===== src/rtl/hazard_mc.sv =====
// Hazard unit for the five-stage pipeline: forwarding, load-use, branch flush,
// and a scoreboarded multi-cycle execution unit with a fixed-latency counter.
module hazard_mc #(
  parameter int unsigned ADDR_W   = 6,
  parameter int unsigned MC_LAT   = 4,
  parameter int unsigned ZERO_REG = 0
) (
  input  logic              clk,
  input  logic              reset,
  input  logic [ADDR_W-1:0] RA1D,
  input  logic [ADDR_W-1:0] RA2D,
  input  logic [ADDR_W-1:0] WA3D,
  input  logic              RegWriteD,
  input  logic              McOpD,
  input  logic [ADDR_W-1:0] RA1E,
  input  logic [ADDR_W-1:0] RA2E,
  input  logic [ADDR_W-1:0] WA3E,
  input  logic              MemToRegE,
  input  logic              McStartE,
  input  logic              BranchTakenE,
  input  logic [ADDR_W-1:0] WA3M,
  input  logic [ADDR_W-1:0] WA3W,
  input  logic              RegWriteM,
  input  logic              RegWriteW,
  input  logic              PCSrcD,
  input  logic              PCSrcE,
  input  logic              PCSrcM,
  input  logic              PCSrcW,
  output logic              StallF,
  output logic              StallD,
  output logic              FlushD,
  output logic              FlushE,
  output logic [1:0]        FowardAE,
  output logic [1:0]        FowardBE,
  output logic [3:0]        match,
  output logic              McWriteW,
  output logic [ADDR_W-1:0] McWA,
  output logic              McBusy
);

  localparam int unsigned NREG  = 2 ** ADDR_W;
  localparam int unsigned CNT_W = 4;

  logic [NREG-1:0]   sb_q, sb_d;
  logic [CNT_W-1:0]  cnt_q, cnt_d;
  logic [ADDR_W-1:0] mcwa_q, mcwa_d;

  logic issue;
  logic ldr_stall;
  logic raw1, raw2, waw, structural;
  logic mc_stall;
  logic pc_wr_pending_f;

  // Address 0 is optionally hard-wired and then never takes part in a hazard.
  function automatic logic addr_ok(input logic [ADDR_W-1:0] a);
    return !((ZERO_REG != 0) && (a == '0));
  endfunction

  function automatic logic addr_eq(input logic [ADDR_W-1:0] a, input logic [ADDR_W-1:0] b);
    return (a == b) && addr_ok(a);
  endfunction

  // A pending result written this cycle is visible to decode (write-first regfile).
  function automatic logic raw_hazard(input logic [ADDR_W-1:0] ra);
    logic issue_hit;
    logic bypass;
    issue_hit = McStartE && addr_eq(WA3E, ra);
    bypass    = McWriteW && addr_eq(mcwa_q, ra) && !issue_hit;
    return (sb_q[ra] && !bypass) || issue_hit;
  endfunction

  assign match[0] = RegWriteM && addr_eq(RA1E, WA3M);
  assign match[1] = RegWriteW && addr_eq(RA1E, WA3W);
  assign match[2] = RegWriteM && addr_eq(RA2E, WA3M);
  assign match[3] = RegWriteW && addr_eq(RA2E, WA3W);

  assign FowardAE = match[0] ? 2'b10 : (match[1] ? 2'b01 : 2'b00);
  assign FowardBE = match[2] ? 2'b10 : (match[3] ? 2'b01 : 2'b00);

  assign ldr_stall = MemToRegE && (addr_eq(RA1D, WA3E) || addr_eq(RA2D, WA3E));

  assign McWriteW = (cnt_q == CNT_W'(1));
  assign McBusy   = (cnt_q != '0);
  assign McWA     = mcwa_q;
  assign issue    = McStartE && (cnt_q <= CNT_W'(1));

  assign raw1       = raw_hazard(RA1D);
  assign raw2       = raw_hazard(RA2D);
  assign waw        = RegWriteD && sb_q[WA3D] && !(McWriteW && addr_eq(mcwa_q, WA3D));
  assign structural = McOpD && (McStartE || (cnt_q > CNT_W'(2)));
  assign mc_stall   = raw1 || raw2 || waw || structural;

  assign pc_wr_pending_f = PCSrcD || PCSrcE || PCSrcM;

  assign StallF = ldr_stall || mc_stall || pc_wr_pending_f;
  assign StallD = ldr_stall || mc_stall;
  assign FlushD = pc_wr_pending_f || PCSrcW || BranchTakenE;
  assign FlushE = ldr_stall || mc_stall || BranchTakenE;

  // Issue is applied after the writeback clear so a same-address reissue keeps its bit.
  always_comb begin
    sb_d   = sb_q;
    cnt_d  = cnt_q;
    mcwa_d = mcwa_q;
    if (cnt_q != '0) begin
      cnt_d = cnt_q - CNT_W'(1);
    end
    if (McWriteW) begin
      sb_d[mcwa_q] = 1'b0;
    end
    if (issue) begin
      cnt_d  = CNT_W'(MC_LAT);
      mcwa_d = WA3E;
      if (addr_ok(WA3E)) begin
        sb_d[WA3E] = 1'b1;
      end
    end
  end

  always_ff @(posedge clk) begin
    if (reset) begin
      sb_q   <= '0;
      cnt_q  <= '0;
      mcwa_q <= '0;
    end else begin
      sb_q   <= sb_d;
      cnt_q  <= cnt_d;
      mcwa_q <= mcwa_d;
    end
  end

endmodule

===== config.mk =====
export PLATFORM = sky130hd
export DESIGN_NAME = hazard_mc
export DESIGN_NICKNAME = d
export VERILOG_FILES = /design/src/rtl/hazard_mc.sv
export SDC_FILE = /design/constraint.sdc
export NUM_CORES = 1
export LEC_CHECK = 0
export CAP_MARGIN = 20
export CORE_MARGIN = 2
export CORE_UTILIZATION = 46
export DETAILED_ROUTE_END_ITERATION = 10
export PLACE_DENSITY = 0.69
export SYNTH_ARGS = -nofsm -noshare
export SYNTH_HDL_FRONTEND = slang
export SYNTH_SLANG_ARGS = --single-unit

===== constraint.sdc =====
create_clock -name clk -period 5.45 [get_ports clk]
set_input_delay 0.8175 -clock clk [delete_from_list [all_inputs] [get_ports clk]]
set_output_delay 0.8175 -clock clk [all_outputs]
set_load 0.1 [all_outputs]

==> flow_summary.ini <==
[synthesis]
synth-seq-area-share_pct = 27.1
synth_edf_count = 0
synth_warnings = 0
synth_cell_types = 50
synth_ff_type = dfxtp_1
ys_async_sr_fraction_pct = 0
synth-seq-cells = 74
yosysMostFrequentCell = nand2_1
synthTopCellsByCount = nand2_1 (92), a21oi_1 (74), dfxtp_1 (74), o21ai_0 (67), clkbuf_1 (33)
syn_area_um2 = 5470
syn-num-nets = 690
synth_top_area_share_pct = 27.1
yosysTopAreaCell = dfxtp_1
synthCells = 625
synth.area.top_cells = dfxtp_1 (27%), mux4_2 (11%), mux4_1 (7.2%)
avgSynthCellArea_um2 = 8.75

[placed_design]
hpwl_mm = 13.8
dp_cells = 804
finalWeightedCongestion = 0.993
pre_cts_slack_ps = 854
port_buffers = 80

[global_route]
grt_max_degree = 75
grt_antenna_before_repair = 0
grt_pass1_wl_mm = 30.1
grt_pass1_vias = 5305
gr-total-overflow = 0
grt.total_usage_pct = 30.9

[floorplan]
dieHeight_um = 113
io_pins = 81
initial_core_util_pct = 47.5
coreArea_um2 = 11500
dieArea_um2 = 12800
fp.dieW_um = 113
placementRows = 39

[worst_setup_path]
reg2reg_depth = 8
required_ps = 4630
regToRegStartpoint = cnt_q[0]
endpoint_kind = output port
critPathKind = in -> out
r2r_end = sb_q[29]
startpoint_type = input port
reg2reg_slack_ps = 2630
worstPathArrival_ps = 3790
crit_fanout = 17

[layout]
instances_no_fill = 820
nNetsFinal = 737
final_layout_size_suffix_gt1_share_pct = 9.90
num_antenna_cells = 0
area_growth_pct = 19.6
postLayoutCoreUtil_pct = 56.8

[sta]
drv_slew = 0
maxSlewHeadroom_pct = 24.4
rsz0062_at_grt = false
finalSetupViolCount = 0
fin_crit_sh_pct = 84.5
worst_pin_slew_ps = 1130
finalWorstSetupSlack_ps = 845
fin_skew_ps = 8.38
final.setup.tns_ps = 0
finalHoldViolations = 0
min_period_ps = 4610
clock.fmax_mhz = 217

[power]
p_per_area_nw_per_um2 = 288
peakVddDrop_mv = 0.250
leakagePower_nw = 2.21

[drt]
first_pass_iters = 10
wl_per_cell_um = 24.1
drt_wl_total_mm = 19.7
vias_per_cell = 6.80
vias = 5572
ant_nets = 0
drc = 16
first_iter_violations = 666

[cts]
h-tree-depth = 3
cts_resized = 0
cts_tree = built
cts_root_buf = clkbuf_16
post-cts-setup-buffers = 0
clkLatencyLatePin_ps = 340
cts_buffers = 9
cts_hold_buffers = 0
ctsLongestPathBuffers = 2
cts_num_sinks = 74
clk_pin_slew_worst_paths_ps = 60

[min_path]
hold_path_depth = 2
holdCritStartpoint = sb_q[33]
hold_end = sb_q[33]
hold_class = reg -> reg

[run_status]
failed_checks = DRC
status = complete, but fails checks

[run]
cap_violations = 0
[through the flow]
stage / area, um^2 / hold WS [ps] / total power (W)
after floorplan: 5490 / 458 / 0.00109
after global placement: 6230 / 484 / 0.00127
after detailed placement: 6240 / 483 / 0.00128
after CTS: 6540 / 498 / 0.00188
after global routing: 6540 / 535 / 0.00195
final: 6540 / 503 / 0.00188
[layout by cell type, fill, tap and decap left out, drive strengths merged, types with 18 or more instances in the layout]
cell type	instances
nand3	18
a21oi	74
mux4	42
o21ai	67
mux2i	19
xor2	26
nand2	92
xnor2	31
clkdlybuf4s50	76
dfxtp	74
[flip-flops by register name, indices dropped and copies added (netlist names)]
signal / count
cnt_q: 4
McWA: 6
sb_q: 64
[report_power, final]
part | total [W] | switching [W] | internal (W) | leakage [nW]
sequential | 0.000637 | 0.0000679 | 0.000569 | 0.598
combinational | 0.000648 | 0.000445 | 0.000203 | 1.47
clock | 0.000599 | 0.000232 | 0.000367 | 0.143
total | 0.00188 | 0.000745 | 0.00114 | 2.21
[critical path, cell delays in order]
cell             delay [ps]
clkdlybuf4s50_1        1050
mux4_1                  470
a22oi_2                 200
nand3_1                 110
a211oi_1                280
nor3_1                  140
nor4_4                  360
nand3b_1                110
buf_4                   240
[worst max path at each step]
stage / to / slack [ps] / from
after floorplan: FowardAE[0] / 390 / WA3W[5]
after global placement: StallF / 930 / RA1D[0]
after detailed placement: StallF / 850 / RA1D[0]
after CTS: StallF / 860 / RA1D[0]
after global routing: StallF / 690 / RA1D[0]
final: StallF / 840 / WA3D[1]
[per-layer routing]
metal | track usage, % | part of all wire (%) | routed length [um] | vias to the layer above
met1 | 41.0 | 38 | 7490 | 2656
met4 | 15.4 | 5.2 | 1020 | 0
met3 | 9.32 | 14 | 2750 | 75
li1 | - | - | - | 2397
met2 | 45.7 | 43 | 8460 | 444
met5 | 0 | 0 | 0 | -
[area by class of cell]
| cell class | instances | area [um^2] |
|---|---|---|
| Multi-Input combinational cell | 488 | 3690 |
| Tap cell | 143 | 179 |
| Timing Repair Buffer | 88 | 848 |
| Fill cell | 1029 | 4980 |
| Clock buffer | 12 | 246 |
| Inverter | 11 | 41.3 |
| Clock inverter | 4 | 51.3 |
| Sequential cell | 74 | 1480 |
[cell families (layout without fill, tap and decap cells)]
group / after synthesis / count (layout) / share of synthesized area (%)
AND/OR/NAND/NOR: 197 / 197 / 17.8
AO/OA/AOI/OAI: 167 / 167 / 16.6
flip-flops: 74 / 74 / 27.1
multiplexers: 63 / 63 / 22.2
buffers and inverters: 63 / 115 / 6.16
XOR/XNOR: 57 / 57 / 9.13
adder cells (fa/ha/maj): 4 / 4 / 0.915
(Power assumes the default switching activity.)
